`config.mk`:
```
export PLATFORM = sky130hd
export DESIGN_NAME = rx_frame_packer
export DESIGN_NICKNAME = d
export VERILOG_FILES = /design/src/rtl/rx_frame_packer_pkg.sv /design/src/rtl/rx_frame_packer.sv
export SDC_FILE = /design/constraint.sdc
export NUM_CORES = 1
export LEC_CHECK = 0
export ABC_AREA = 1
export CORE_MARGIN = 1.5
export CORE_UTILIZATION = 60
export CTS_BUF_LIST = sky130_fd_sc_hd__clkbuf_2
export DETAILED_ROUTE_END_ITERATION = 7
export HOLD_SLACK_MARGIN = 0.12
export PLACE_DENSITY = 0.83
export REMOVE_ABC_BUFFERS = 1
export SYNTH_ARGS = -nofsm -noshare
export SYNTH_HDL_FRONTEND = slang
export SYNTH_SLANG_ARGS = --single-unit
```
`constraint.sdc`:
```
create_clock -name sys_clk -period 2.91 [get_ports sys_clk]
set_input_delay 0.582 -clock sys_clk [delete_from_list [all_inputs] [get_ports sys_clk]]
set_output_delay 0.582 -clock sys_clk [all_outputs]
set_load 0.01 [all_outputs]
```
`src/rtl/rx_frame_packer_pkg.sv`:
```
// Shared defaults and slot-index helper for rx_frame_packer.
// Fallback widths apply when param_def.v has not already defined them.
`ifndef MAX_CODE_RATE
`define MAX_CODE_RATE 2
`endif
`ifndef TRACEBACK_DEPTH
`define TRACEBACK_DEPTH 16
`endif
`ifndef RX_PACKER_SYMS
`define RX_PACKER_SYMS (`TRACEBACK_DEPTH/`MAX_CODE_RATE)
`endif

package rx_frame_packer_pkg;

    localparam int DEF_SYM_W   = `MAX_CODE_RATE;
    localparam int DEF_FRAME_W = `TRACEBACK_DEPTH;

    typedef logic buf_sel_t;

    // Symbols are packed MSB-first, so slot k starts at the top of the frame.
    function automatic int slot_msb(input int frame_w, input int sym_w, input int slot);
        return frame_w - 1 - slot * sym_w;
    endfunction

endpackage

```
`src/rtl/rx_frame_packer.sv`:
```
// Ping-pong receive frame assembler feeding the decoder.
// Optional RX_PACKER_STATS_EN adds a drained-frame counter and a sticky stall flag.
module rx_frame_packer
    import rx_frame_packer_pkg::*;
#(
    parameter int SYM_W   = DEF_SYM_W,
    parameter int FRAME_W = DEF_FRAME_W,
    localparam int SYMS   = FRAME_W / SYM_W,
    localparam int PAD_W  = $clog2(SYMS + 1)
) (
    input  logic               sys_clk,
    input  logic               rst,
    input  logic [SYM_W-1:0]   i_sym,
    input  logic               i_sym_valid,
    output logic               o_sym_ready,
    input  logic               i_flush,
    output logic [FRAME_W-1:0] o_frame,
    output logic               o_frame_valid,
    input  logic               i_frame_ready,
    output logic [PAD_W-1:0]   o_pad_syms
`ifdef RX_PACKER_STATS_EN
    ,
    output logic [15:0]        o_frame_cnt,
    output logic [0:0]         o_stall
`endif
);

    localparam int CNT_W = (SYMS > 1) ? $clog2(SYMS) : 1;

    logic [FRAME_W-1:0] buf_q [2];
    logic [PAD_W-1:0]   pad_q [2];
    logic [1:0]         full_q;
    buf_sel_t           wr_sel;
    buf_sel_t           rd_sel;
    logic [CNT_W-1:0]   cnt;

    logic               accept;
    logic               close;
    logic               drain;
    logic [CNT_W:0]     held;
    logic [FRAME_W-1:0] wr_next;
    logic [PAD_W-1:0]   pad_next;

    assign o_sym_ready   = !full_q[wr_sel];
    assign accept        = i_sym_valid && o_sym_ready;
    assign held          = {1'b0, cnt} + (CNT_W + 1)'(accept);
    assign close         = (accept && (cnt == CNT_W'(SYMS - 1)))
                           || (i_flush && o_sym_ready && (held != '0));
    assign drain         = full_q[rd_sel] && i_frame_ready;

    assign o_frame       = buf_q[rd_sel];
    assign o_frame_valid = full_q[rd_sel];
    assign o_pad_syms    = pad_q[rd_sel];

    // One index calculation serves whichever buffer is currently being filled.
    always_comb begin
        wr_next  = buf_q[wr_sel];
        pad_next = PAD_W'(SYMS - int'(held));
        if (accept) begin
            wr_next[slot_msb(FRAME_W, SYM_W, int'(cnt)) -: SYM_W] = i_sym;
        end
        if (close) begin
            for (int k = 0; k < SYMS; k++) begin
                if (k >= int'(held)) begin
                    wr_next[slot_msb(FRAME_W, SYM_W, k) -: SYM_W] = '0;
                end
            end
        end
    end

    // A close and a drain always target different buffers, so both may land together.
    always_ff @(posedge sys_clk or posedge rst) begin
        if (rst) begin
            buf_q[0] <= '0;
            buf_q[1] <= '0;
            pad_q[0] <= '0;
            pad_q[1] <= '0;
            full_q   <= '0;
            wr_sel   <= 1'b0;
            rd_sel   <= 1'b0;
            cnt      <= '0;
        end else begin
            if (accept || close) begin
                buf_q[wr_sel] <= wr_next;
            end
            if (drain) begin
                full_q[rd_sel] <= 1'b0;
                rd_sel         <= ~rd_sel;
            end
            if (close) begin
                full_q[wr_sel] <= 1'b1;
                pad_q[wr_sel]  <= pad_next;
                wr_sel         <= ~wr_sel;
                cnt            <= '0;
            end else if (accept) begin
                cnt <= cnt + CNT_W'(1);
            end
        end
    end

`ifdef RX_PACKER_STATS_EN
    always_ff @(posedge sys_clk or posedge rst) begin
        if (rst) begin
            o_frame_cnt <= '0;
            o_stall     <= 1'b0;
        end else begin
            if (drain) begin
                o_frame_cnt <= o_frame_cnt + 16'd1;
            end
            if (i_sym_valid && !o_sym_ready) begin
                o_stall <= 1'b1;
            end
        end
    end
`endif

endmodule

```
== Word-level counts from Yosys, hierarchy flattened ==
Index checks and enable logic that the tools add are counted.

* Bits in registers: 47
* Latch bits: 0
* Memory bits (writable): 0
* Memory bits (read-only): 0
* Input bits: 7
* Output and inout port bits: 22
* Memories kept: 0

* $add $sub $neg: 5
* Multiply operators: 0
* Div/mod/pow operators: 0
* $lt $le $gt $ge: 15
* Equality and inequality tests: 1
* Shift operators: 2
* Multiplexer cells: 38
* Bitwise logic cells: 7
* Reductions and logical operators: 13

{| class="wikitable"
|+ Operators with widths
! cell !! number
|-
| 16-bit 2-to-1 mux || 9
|-
| 5-bit negation with 33-bit output || 1
|-
| 2-bit by 33-bit variable shift with 17-bit output, first input constant || 1
|-
| 2-bit by 33-bit variable part select with 17-bit output || 1
|-
| 32-bit bitwise mux || 1
|-
| 2-bit 2-to-1 mux || 10
|-
| 16-bit bitwise mux || 1
|-
| 16-bit demux with 1-bit select || 1
|-
| 3-bit by 4-bit greater-or-equal comparator with 1-bit output, first input constant || 4
|-
| 4-bit 2-to-1 mux || 4
|-
| 8-bit bitwise mux || 1
|-
| 1-bit by 4-bit greater-or-equal comparator with 1-bit output, first input constant || 2
|-
| 2-bit by 4-bit greater-or-equal comparator with 1-bit output, first input constant || 2
|-
| 1-bit logical AND || 8
|-
| 1-bit 2-to-1 mux || 6
|-
| 3-bit 2-to-1 mux || 2
|-
| 4-bit by 4-bit subtractor with 5-bit output, first input constant || 1
|-
| 3-bit by 1-bit adder with 4-bit output || 1
|-
| 4-bit demux with 1-bit select || 1
|-
| 2-bit greater-or-equal comparator, second input constant || 2
|-
| 1-bit by 2-bit less-than comparator with 1-bit output, second input constant || 2
|-
| 1-bit NOT with 2-bit output || 2
|-
| 4-bit nonzero test || 1
|-
| 4-bit subtractor, first input constant || 1
|-
| 12 further kinds || 16
|}

== Logic depth before layout (Yosys ltp) ==
* Word-level depth: 10
* Depth in mapped cells: 17
* Gate-level depth less buffers: 15

== Worst setup path before layout ==
OpenSTA, ideal clock, no wires.

* Kind: reg-to-reg
* Start: register wr_sel
* End: register buf_q[1] (netlist bit)
* Arrival time: 2.133 ns
* Data required time: 2.792 ns
* Setup slack: 0.660 ns
* Cell stages (with the launch flop): 16
* Clock period less this slack: 2.250 ns
* Cell sequence: dfrtp_1 buf_6 inv_2 nand2_4 nand3_4 inv_4 ha_1 ha_1 nor2_1 nand3_2 nand2_4 a21oi_4 inv_4 buf_6 nand2_1 nand2_1

* Word-level cells in the longest chain between the ends: 10

{| class="wikitable"
|+ Ends and longest elaborated chain
! element !! RTL line !! RTL
|-
| start: declaration || rx_frame_packer.sv:33 || <nowiki>buf_sel_t wr_sel;</nowiki>
|-
| start signal: assignment || rx_frame_packer.sv:93 || <nowiki>wr_sel <= ~wr_sel;</nowiki>
|-
| branches (longest 10 deep; another with 3-bit by 1-bit adder with 4-bit output) || - ||
|-
| end signal: indexed assignment || rx_frame_packer.sv:84 || <nowiki>buf_q[wr_sel] <= wr_next;</nowiki>
|-
| end: declaration || rx_frame_packer.sv:30 || <nowiki>logic [FRAME_W-1:0] buf_q [2];</nowiki>
|}

Parallel ways; which one is timed is not known. The select of a mux whose other input is x is not followed.
A chain may end at the register's enable or synchronous reset.

== Worst setup path after layout ==
* Start: register wr_sel
* End: register buf_q[4] (netlist bit)

The elaborated chain is that of the path after synthesis.

==> impl_metrics.csv <==
group,metric,value,unit
global_route,grt_start_max_net_pins,37,
sta,period_share,0.926,
sta,hold_viol,0,
clock_network,clockBufferDepth,2,
power,switching_power,1.81,mW
place,portBuffers,28,
floorplan,rows,25,
detailed_routing,drtIter0Drc,277,
global_route,grt_pass1_vias,2704,
floorplan,die-area,5510,um^2
sta,finalSetupTns,0,ps
floorplan,die_width,74.2,um
sta,fin_ws,214,ps
global_route,grt-ovfl-total,0,
final_layout,final_common_cell,"nand2_1",
min_path,hold_class,"in -> async",
sta,slew_violations,0,
setup_path,critPathKind,"reg -> reg",
flow_run,max_cap_viol_count,0,
floorplan,start_util,0.632,
yosys,synth_xor_xnor_area_share,0,
detailed_routing,wl,7110,um
power,swShare,0.510,
power,power_frac_seq,0.309,
sta,setup_viol,0,
final_layout,layout_common_cells,"nand2_1 (179), o21ai_0 (49), dfrtp_1 (47)",
final_layout,drive_gt1_frac,0.0905,
setup_path,cp.arrival,3070,ps
clock_network,cts_buffers,5,
sta,rsz0062_at_grt,"false",
yosys,syn_avg_cell_area,7.03,um^2
setup_path,crit_path_start_kind,"flip-flop",
clock_network,htreeDepth,2,
place,dp_hpwl,5130,um
clock_network,cts.root.buffer_cell,"clkbuf_2",
yosys,synth-seq-cells,47,
setup_path,cp-end-kind,"flip-flop",
power,p_int,1.74,mW
place,gp_congestion,0.901,
yosys,synth.mux.area_fraction,0.00329,
floorplan,pin_count,29,
detailed_routing,drt_pass1_iterations,6,
clock_network,clkLatencyLatePin,470,ps
place,preCtsSetupSlack,2.65,ps
yosys,ys_seq_area_frac,0.386,
setup_path,cp_data_required_time,3280,ps
detailed_routing,drt.antenna.violating_nets,0,
setup_path,regToRegStartpoint,"wr_sel",
sta,fmax,0.371,GHz
power,power_density,1040,nW/um^2
yosys,ys_warn_count,0,
yosys,synthSimpleGateAreaFrac,0.376,
clock_network,cts_resized,0,
yosys,synth_top_family_by_area,"simple AND/OR/NAND/NOR gates",
power,ir_drop,0.591,mV
final_layout,stdcell_area,3410,um^2
global_route,antenna_found_initial,0,
run_status,status,"finished clean",
sta,max_slew.worst_pin.slew,534,ps
global_route,grt_pass1_wl,12100,um
yosys,synthAdderAreaFrac,0.0411,
clock_network,clock-sinks,47,
yosys,synth_cell_types,26,
power,p_comb_frac,0.613,
sta,min_period,2700,ps
final_layout,fillers,421,
floorplan,die_y,74.2,um
final_layout,num-nets-final,480,
place,place_area,3370,um^2
power,total_power,3.55,mW
yosys,netlist_instances,433,
yosys,syn_area,3040,um^2
detailed_routing,drc_errors,0,
floorplan,fp.coreArea,4820,um^2
clock_network,cts_hold_buffers,0,
setup_path,cp-startpoint,"wr_sel",
sta,slew_headroom,0.643,
setup_path,crit_fanout,17,
clock_network,path_clk_slew,250,ps
yosys,synth_compound_area_frac,0.0986,
clock_network,cts_setup_buffers,0,
power,clkPwrFrac,0.078,
final_layout,diodes,0,
power,leakage,1.74,nW
final_layout,area_growth_syn_to_layout,11.9,%
detailed_routing,wl_per_cell,13.4,um
global_route,grt.total_usage,0.286,
detailed_routing,vias_per_cell,5.38,
clock_network,cts_tree,"built",
sta,fin_skew,21.0,ps
sta,holdWs,273,ps
detailed_routing,vias,2857,
## registers in the layout (all words and copies together), names as in the netlist
signal	cells
rd_sel	1
wr_sel	1
cnt	3
pad_q	8
full_q	2
buf_q	32
## synthesized netlist by cell type, drive strengths merged
library cell	number	share of area
nand2	187	0.24
o21ai	49	0.081
nand3	48	0.091
dfrtp	47	0.39
inv	43	0.056
nor2	21	0.029
ha	10	0.041
buf	9	0.030
clkbuf	6	0.0074
a21oi	5	0.016
nor3	5	0.012
a21boi	1	0.0025
clkinv	1	0.0012
mux2i	1	0.0033
## per-layer routing
layer | part of all wire | GRT usage | vias to the layer above
met5 | 0 | 0 | -
li1 | - | - | 1423
met2 | 0.48 | 0.489 | 93
met1 | 0.44 | 0.371 | 1326
met4 | 0.019 | 0.109 | 0
met3 | 0.058 | 0.0352 | 15
## area by class of cell
cell class	instances	area, um^2	area share
Sequential cell	47	1180	0.345
Inverter	44	175	0.0514
Multi-Input combinational cell	327	1580	0.463
Tap cell	67	83.8	0.0246
Clock inverter	2	7.51	0.00220
Timing Repair Buffer	38	355	0.104
Clock buffer	6	30.0	0.00881
## metrics by stage
stage / utilization / instances
6_report: 0.707 / 531
3_3_place_gp: 0.699 / 523
4_1_cts: 0.707 / 531
2_1_floorplan: - / 418
3_5_place_dp: 0.699 / 523
5_1_grt: 0.707 / 531
## kinds of logic after synthesis
group	after synthesis
simple gates	261
buf+inv	59
compound gates	55
flops	47
fa+ha+maj	10
mux	1
## power groups by stage
stage          clock (mW)  sequential [mW]  combinational, mW
5_1_grt             0.298             1.13               2.43
2_1_floorplan           0             1.13               1.33
6_report            0.278             1.10               2.18
4_1_cts             0.279             1.09               2.16
3_5_place_dp            0             1.11               2.15
3_3_place_gp            0             1.10               2.09
## final timing paths
path,cells past startpoint,end,slack [ps]
worst max-delay path,13,buf_q[4],210
worst min-delay path,2,cnt[0],270
worst max register to register,13,buf_q[4],210
worst min register to register,2,buf_q[18],510
max in group asynchronous,3,buf_q[5],2100
min in group sys_clk,2,buf_q[18],510
## critical path, cell delays in order, from the launching register on
cell and delay [ps]:
dfrtp_1 490, inv_2 250, nand2_4 100, nand3_4 80
inv_4 30, ha_1 200, ha_1 310, nor2_1 80
nand3_2 130, nand2_4 100, a21oi_4 460, inv_4 190
nand2_1 110, nand2_1 60
Power figures use the tool's default switching activity.
